### config.mk
export PLATFORM = sky130hd
export DESIGN_NAME = mmio_channel_fifo_flat
export DESIGN_NICKNAME = d
export VERILOG_FILES = /design/src/rtl/mmio_channel_fifo_if.sv /design/src/rtl/mmio_channel_fifo.sv /design/src/flat_wrapper.sv
export SDC_FILE = /design/constraint.sdc
export NUM_CORES = 1
export LEC_CHECK = 0
export CORE_MARGIN = 4
export CORE_UTILIZATION = 25
export CTS_CLUSTER_SIZE = 20
export DETAILED_ROUTE_END_ITERATION = 8
export PLACE_DENSITY = 0.44
export REMOVE_ABC_BUFFERS = 1
export SLEW_MARGIN = 20
export SYNTH_ARGS = -nofsm -noshare
export SYNTH_HDL_FRONTEND = slang
export SYNTH_SLANG_ARGS = --single-unit
### constraint.sdc
create_clock -name CLK_50MHZ -period 4.9 [get_ports CLK_50MHZ]
set_clock_uncertainty 0.05 [all_clocks]
set_input_delay 0.98 -clock CLK_50MHZ [delete_from_list [all_inputs] [get_ports CLK_50MHZ]]
set_output_delay 0.98 -clock CLK_50MHZ [all_outputs]
set_load 0.005 [all_outputs]
### src/rtl/mmio_channel_fifo_if.sv
// Bus and drain signals of the MMIO channel FIFO: CPU load/store port plus per-channel valid/ready.
// The master side is the CPU and the downstream consumers; the slave side is the peripheral.
interface mmio_channel_fifo_if #(
  parameter int NUM_CH = 4,
  parameter int DATA_W = 16,
  parameter int ADDR_W = 16
);
  logic [ADDR_W-1:0]        bus_addr;
  logic [DATA_W-1:0]        bus_wr_data;
  logic                     bus_wr_en;
  logic                     bus_rd_en;
  logic [DATA_W-1:0]        bus_rd_data;
  logic                     bus_hit;
  logic [NUM_CH*DATA_W-1:0] out_data;
  logic [NUM_CH-1:0]        out_valid;
  logic [NUM_CH-1:0]        out_ready;

  modport master (
    output bus_addr, bus_wr_data, bus_wr_en, bus_rd_en, out_ready,
    input  bus_rd_data, bus_hit, out_data, out_valid
  );

  modport slave (
    input  bus_addr, bus_wr_data, bus_wr_en, bus_rd_en, out_ready,
    output bus_rd_data, bus_hit, out_data, out_valid
  );
endinterface

### src/rtl/mmio_channel_fifo.sv
// Memory-mapped write queue: NUM_CH store-fed FIFOs drained over valid/ready, plus a status word.
// Optional sticky overflow flags are enabled by defining MMIO_OVERFLOW_STICKY_EN.
module mmio_channel_fifo #(
  parameter int                NUM_CH    = 4,
  parameter int                DATA_W    = 16,
  parameter int                ADDR_W    = 16,
  parameter int                DEPTH     = 8,
  parameter logic [ADDR_W-1:0] BASE_ADDR = 16'hFF00
) (
  input logic                CLK_50MHZ,
  input logic                reset,
  mmio_channel_fifo_if.slave bus
);
  localparam int PTR_W = $clog2(DEPTH);
  localparam int CNT_W = PTR_W + 1;
  // One extra bit keeps the window compare correct when the window touches the top of the map.
  localparam logic [ADDR_W:0] WIN_LO = {1'b0, BASE_ADDR};
  localparam logic [ADDR_W:0] WIN_HI = WIN_LO + (ADDR_W+1)'(NUM_CH);

  logic                     hit;
  logic [ADDR_W-1:0]        offset;
  logic                     statusSel;
  logic [NUM_CH-1:0]        chSel;
  logic [NUM_CH-1:0]        empty;
  logic [NUM_CH-1:0]        full;
  logic [NUM_CH-1:0]        overflow;
  logic [NUM_CH-1:0]        outValid;
  logic [NUM_CH*DATA_W-1:0] outData;
  logic [DATA_W-1:0]        statusWord;
  logic [DATA_W-1:0]        rdDataReg;

  assign hit       = ({1'b0, bus.bus_addr} >= WIN_LO) && ({1'b0, bus.bus_addr} <= WIN_HI);
  assign offset    = bus.bus_addr - BASE_ADDR;
  assign statusSel = hit && (offset == ADDR_W'(NUM_CH));

  genvar gi;
  generate
    for (gi = 0; gi < NUM_CH; gi++) begin : gCh
      logic [DATA_W-1:0] mem [DEPTH];
      logic [PTR_W-1:0]  wrPtrReg;
      logic [PTR_W-1:0]  rdPtrReg;
      logic [CNT_W-1:0]  countReg;
      logic              push;
      logic              pop;

      assign chSel[gi] = hit && (offset == ADDR_W'(gi));
      assign empty[gi] = (countReg == '0);
      assign full[gi]  = (countReg == CNT_W'(DEPTH));
      // Full is judged on the pre-edge count, so a same-cycle pop cannot make room for a store.
      assign push      = bus.bus_wr_en && chSel[gi] && !full[gi];
      assign pop       = !empty[gi] && bus.out_ready[gi];

      always_ff @(posedge CLK_50MHZ) begin
        if (reset) begin
          wrPtrReg <= '0;
          rdPtrReg <= '0;
          countReg <= '0;
        end else begin
          if (push) wrPtrReg <= wrPtrReg + PTR_W'(1);
          if (pop)  rdPtrReg <= rdPtrReg + PTR_W'(1);
          if (push && !pop)      countReg <= countReg + CNT_W'(1);
          else if (pop && !push) countReg <= countReg - CNT_W'(1);
        end
      end

      // Storage is never cleared; the pointers alone define what is live.
      always_ff @(posedge CLK_50MHZ) begin
        if (push && !reset) mem[wrPtrReg] <= bus.bus_wr_data;
      end

      assign outData[gi*DATA_W +: DATA_W] = mem[rdPtrReg];
      assign outValid[gi]                 = !empty[gi];

`ifdef MMIO_OVERFLOW_STICKY_EN
      logic ovfReg;
      logic ovfSet;
      logic ovfClr;

      assign ovfSet = bus.bus_wr_en && chSel[gi] && full[gi];
      assign ovfClr = bus.bus_wr_en && statusSel && bus.bus_wr_data[2*NUM_CH+gi];

      always_ff @(posedge CLK_50MHZ) begin
        if (reset)       ovfReg <= 1'b0;
        else if (ovfSet) ovfReg <= 1'b1;
        else if (ovfClr) ovfReg <= 1'b0;
      end

      assign overflow[gi] = ovfReg;
`else
      assign overflow[gi] = 1'b0;
`endif
    end
  endgenerate

  always_comb begin
    statusWord                          = '0;
    statusWord[NUM_CH-1:0]              = empty;
    statusWord[2*NUM_CH-1:NUM_CH]       = full;
    statusWord[3*NUM_CH-1:2*NUM_CH]     = overflow;
  end

  always_ff @(posedge CLK_50MHZ) begin
    if (reset)              rdDataReg <= '0;
    else if (bus.bus_rd_en) rdDataReg <= statusSel ? statusWord : '0;
  end

  assign bus.bus_hit     = hit;
  assign bus.bus_rd_data = rdDataReg;
  assign bus.out_data    = outData;
  assign bus.out_valid   = outValid;
endmodule

### src/flat_wrapper.sv
// flat-port wrapper written by rule: the top's interface ports become plain ports
module mmio_channel_fifo_flat 
#(
  parameter int                NUM_CH    = 4,
  parameter int                DATA_W    = 16,
  parameter int                ADDR_W    = 16,
  parameter int                DEPTH     = 8,
  parameter logic [ADDR_W-1:0] BASE_ADDR = 16'hFF00
)
  (CLK_50MHZ, reset, bus_bus_addr, bus_bus_wr_data, bus_bus_wr_en, bus_bus_rd_en, bus_out_ready, bus_bus_rd_data, bus_bus_hit, bus_out_data, bus_out_valid);
  mmio_channel_fifo_if #(.NUM_CH(NUM_CH), .DATA_W(DATA_W), .ADDR_W(ADDR_W)) bus_i ();
  input logic CLK_50MHZ;
  input logic reset;
  input wire logic [$bits(bus_i.bus_addr)-1:0] bus_bus_addr;
  input wire logic [$bits(bus_i.bus_wr_data)-1:0] bus_bus_wr_data;
  input wire logic [$bits(bus_i.bus_wr_en)-1:0] bus_bus_wr_en;
  input wire logic [$bits(bus_i.bus_rd_en)-1:0] bus_bus_rd_en;
  input wire logic [$bits(bus_i.out_ready)-1:0] bus_out_ready;
  output wire logic [$bits(bus_i.bus_rd_data)-1:0] bus_bus_rd_data;
  output wire logic [$bits(bus_i.bus_hit)-1:0] bus_bus_hit;
  output wire logic [$bits(bus_i.out_data)-1:0] bus_out_data;
  output wire logic [$bits(bus_i.out_valid)-1:0] bus_out_valid;
  assign bus_i.bus_addr = bus_bus_addr;
  assign bus_i.bus_wr_data = bus_bus_wr_data;
  assign bus_i.bus_wr_en = bus_bus_wr_en;
  assign bus_i.bus_rd_en = bus_bus_rd_en;
  assign bus_i.out_ready = bus_out_ready;
  assign bus_bus_rd_data = bus_i.bus_rd_data;
  assign bus_bus_hit = bus_i.bus_hit;
  assign bus_out_data = bus_i.out_data;
  assign bus_out_valid = bus_i.out_valid;
  mmio_channel_fifo #(.NUM_CH(NUM_CH), .DATA_W(DATA_W), .ADDR_W(ADDR_W), .DEPTH(DEPTH), .BASE_ADDR(BASE_ADDR)) u_core (.CLK_50MHZ(CLK_50MHZ), .reset(reset), .bus(bus_i));
endmodule
==> key figures <==
Status
  – Outcome: finished clean

Drt
  – 1st-pass router iterations: 4
  – Detail Route Antenna Nets: 0
  – DRT Wirelength: 53.1 mm
  – 1st-iter DRT viols: 546
  – DR WL/cell: 21.2 um
  – Drt drc: 0
  – Vias: 10.9k
  – Drt via density: 4.33

Placement
  – Post-DP Area: 25,200 sq um
  – RePlAce Congestion: 0.702
  – HPWL Detailed: 30.9 mm
  – Port Buffer Count: 116

Global routing
  – Vias in the first global route: 11.7k
  – First-pass GRT wire length: 78.3 mm
  – Gr usage total: 0.112
  – Initial antenna violation count: 0
  – Gr ovfl total: 0
  – Largest net degree at the start of global routing: 44

Setup path
  – Worst Path Max Fanout: 6
  – WS Path Type: in -> out
  – Worst Path Required: 3.87 ns
  – Critical Path Start Type: input pin
  – CP arrival: 3.09 ns
  – CP Capture Type: output pin
  – Reg2reg path depth: 10
  – R2R Setup Slk: 1.55 ns

Clock tree
  – Cts hold-fix bufs: 0
  – Clock sink count: 572
  – CTS tree: yes
  – Setup Buffers After CTS: 0
  – Root buf cell: clkbuf_16
  – Num CTS Buffers: 61
  – Reg clk slew, reported paths: 0.06 ns
  – H-Tree Depth: 2
  – Clock buffer depth: 3
  – Post-CTS Resized: 0
  – Skew-Pair Late Insertion Delay: 0.61 ns

Floorplan
  – Chip height: 306 um
  – Initial Util: 0.252
  – Core Region: 88,200 sq um
  – Rows: 109
  – # IOs: 125
  – Die X: 306 um
  – Die area: 93,700 sq um

Finish
  – Final Util: 0.308
  – Share of cells above drive strength 1: 0.293
  – Layout Nets: 1,354
  – Area growth from synthesis to layout: 22.2%
  – Multi-input gate area: 5480 sq um
  – Design area: 27,200 sq um
  – Reg area: 16,600 sq um
  – Fillcell total: 8,528

Timing
  – Setup TNS Final: 0 ns
  – Slew @ Worst Pin: 1.05 ns
  – Max Clk Rate: 243 MHz
  – Crit share post-route: 0.842
  – RSZ-0062 raised after global routing: false
  – Final Max Tran Viols: 0
  – Final Critical Period: 4.12 ns
  – Endpoints failing setup: 0
  – Slew HR: 0.301
  – Endpoints failing hold: 0
  – WHS: 0.401 ns

Synth
  – Mapped Cells: 1,103
  – Simple-Gate Fraction of Synth Area: 0.0401
  – Ys async rst share: 0
  – Cell variety after synth: 45
  – Seq cells post-synth: 572
  – Synth Area in Compound Gates: 0.0124
  – Main combinational cell family by area after synthesis: multiplexers
  – Top FF cell, synth: edfxtp_1
  – Mux cell area share after synthesis: 0.166
  – Sequential area share after synthesis: 0.746
  – Warnings from Yosys: 0
  – Avg Cell Area, Syn: 20.2 sq um
  – XOR/XNOR Fraction of Synth Area: 0.00630
  – Adder-cell area share of the yosys netlist: 0.0149
  – EDFF count, synth: 512
  – Post-Syn Area: 22,200 sq um

Hold path
  – Hold Path Cell Cnt: 2
  – Hold Crit Class: reg -> reg

Pwr
  – Final Power: 0.0125 W
  – Peak supply drop: 0.275 mV
  – PwrDens: 461 nW/um^2
  – Leak: 8.41 nW

Job
  – MaxCap Viol Count: 0
## worst paths after layout
path	end	from
setup / recovery	bus_bus_hit	bus_bus_addr[5]
hold / removal	u_core.bus.bus_rd_data[2]	u_core.bus.bus_rd_data[2]
setup reg to reg	u_core.gCh[2].countReg[3]	u_core.gCh[2].countReg[0]
hold reg to reg	u_core.bus.bus_rd_data[2]	u_core.bus.bus_rd_data[2]
## placed cells by master (no fill, tap or decap), types with 6 or more instances in the layout
cell / instances
a21oi_1: 22
mux4_2: 128
buf_4: 59
clkbuf_16: 62
inv_1: 11
edfxtp_1: 512
nand3_1: 21
dfxtp_1: 56
clkbuf_1: 14
clkinv_1: 9
nor4_2: 6
xor2_1: 12
conb_1: 8
nor2b_1: 7
nand2_1: 25
ha_1: 20
clkdlybuf4s50_1: 114
o21ai_0: 15
clkbuf_8: 11
nor2_1: 54
nor3_2: 14
clkinv_2: 11
mux2_2: 68
## critical path: stages
cell	delay [ns]
clkdlybuf4s50_1	0.40
or4_4	0.58
or4_4	0.47
nor2_1	0.14
clkdlybuf4s50_1	0.52
## power by group
group          leakage, nW  internal, W  switching (W)  total [W]
registers             5.09      0.00541       0.000162    0.00558
clock network        0.968      0.00259        0.00187    0.00446
logic                 2.35      0.00137        0.00111    0.00248
total                 8.41      0.00938        0.00314     0.0125
## metal layers
layer | global-route usage | part of all wire | vias up
met3 | 0.0195 | 0.036 | 66
li1 | - | - | 4852
met1 | 0.153 | 0.46 | 5736
met2 | 0.186 | 0.48 | 212
met4 | 0.0279 | 0.019 | 0
met5 | 0 | 0 | -
## registers in the layout, indices dropped and copies added (netlist names), named ones only
| signal | cells |
|---|---|
| u_core.gCh.rdPtrReg | 12 |
| u_core.gCh.wrPtrReg | 12 |
| u_core.bus.bus_rd_data | 8 |
| u_core.gCh.countReg | 16 |
| u_core.gCh.mem | 512 |
## per-stage QoR
stage / std cells / setup slack, ns
floorplan: 1050 / 0.382
global placement: 2392 / 0.721
detailed placement: 2392 / 0.659
CTS: 2507 / 0.735
global route: 2507 / 0.647
finish: 2508 / 0.777
## Yosys cell counts (2+ instances only)
cell | count | area (sq um)
buf_2 | 12 | 60.1
nand4_1 | 5 | 31.3
mux4_2 | 128 | 2880
nor4_1 | 5 | 31.3
a31oi_1 | 4 | 25.0
nor3_1 | 14 | 70.1
buf_1 | 4 | 15.0
mux2i_1 | 5 | 50.1
edfxtp_1 | 512 | 15400
mux2_2 | 68 | 766
a31o_2 | 2 | 17.5
or2_2 | 4 | 25.0
dfxtp_1 | 60 | 1200
a211oi_1 | 4 | 30.0
fa_1 | 4 | 80.1
or4b_2 | 3 | 30.0
o21ai_0 | 15 | 75.1
a21oi_1 | 22 | 110
clkbuf_1 | 36 | 135
and2_1 | 2 | 12.5
nand3_1 | 21 | 105
inv_1 | 11 | 41.3
nor2b_1 | 7 | 43.8
buf_4 | 8 | 60.1
nor4b_1 | 3 | 26.3
nor2_1 | 55 | 206
nand2_1 | 25 | 93.8
xnor2_1 | 4 | 35.0
nand3b_1 | 3 | 22.5
ha_1 | 20 | 250
or3_1 | 2 | 12.5
or4_1 | 5 | 37.5
or4_4 | 3 | 33.8
xor2_1 | 12 | 105
nand2b_1 | 5 | 31.3
## cell families after synthesis
logic type / after synthesis
AO/OA/AOI/OAI: 49
XOR/XNOR: 16
adder cells (fa/ha/maj): 24
buffers and inverters: 71
flip-flops: 572
multiplexers: 201
other: 1
AND/OR/NAND/NOR: 169
## final cells by class
| type | instances | share of cell area |
|---|---|---|
| sequential | 572 | 0.610 |
| multi-input combinational | 467 | 0.202 |
| clock buffer | 87 | 0.0646 |
| timing repair buffer | 177 | 0.0602 |
| tap | 1165 | 0.0537 |
| clock inverter | 28 | 0.00774 |
| inverter | 11 | 0.00152 |
| antenna | 1 | 0.0000921 |
Note: power is estimated with default switching activity, not from simulation.
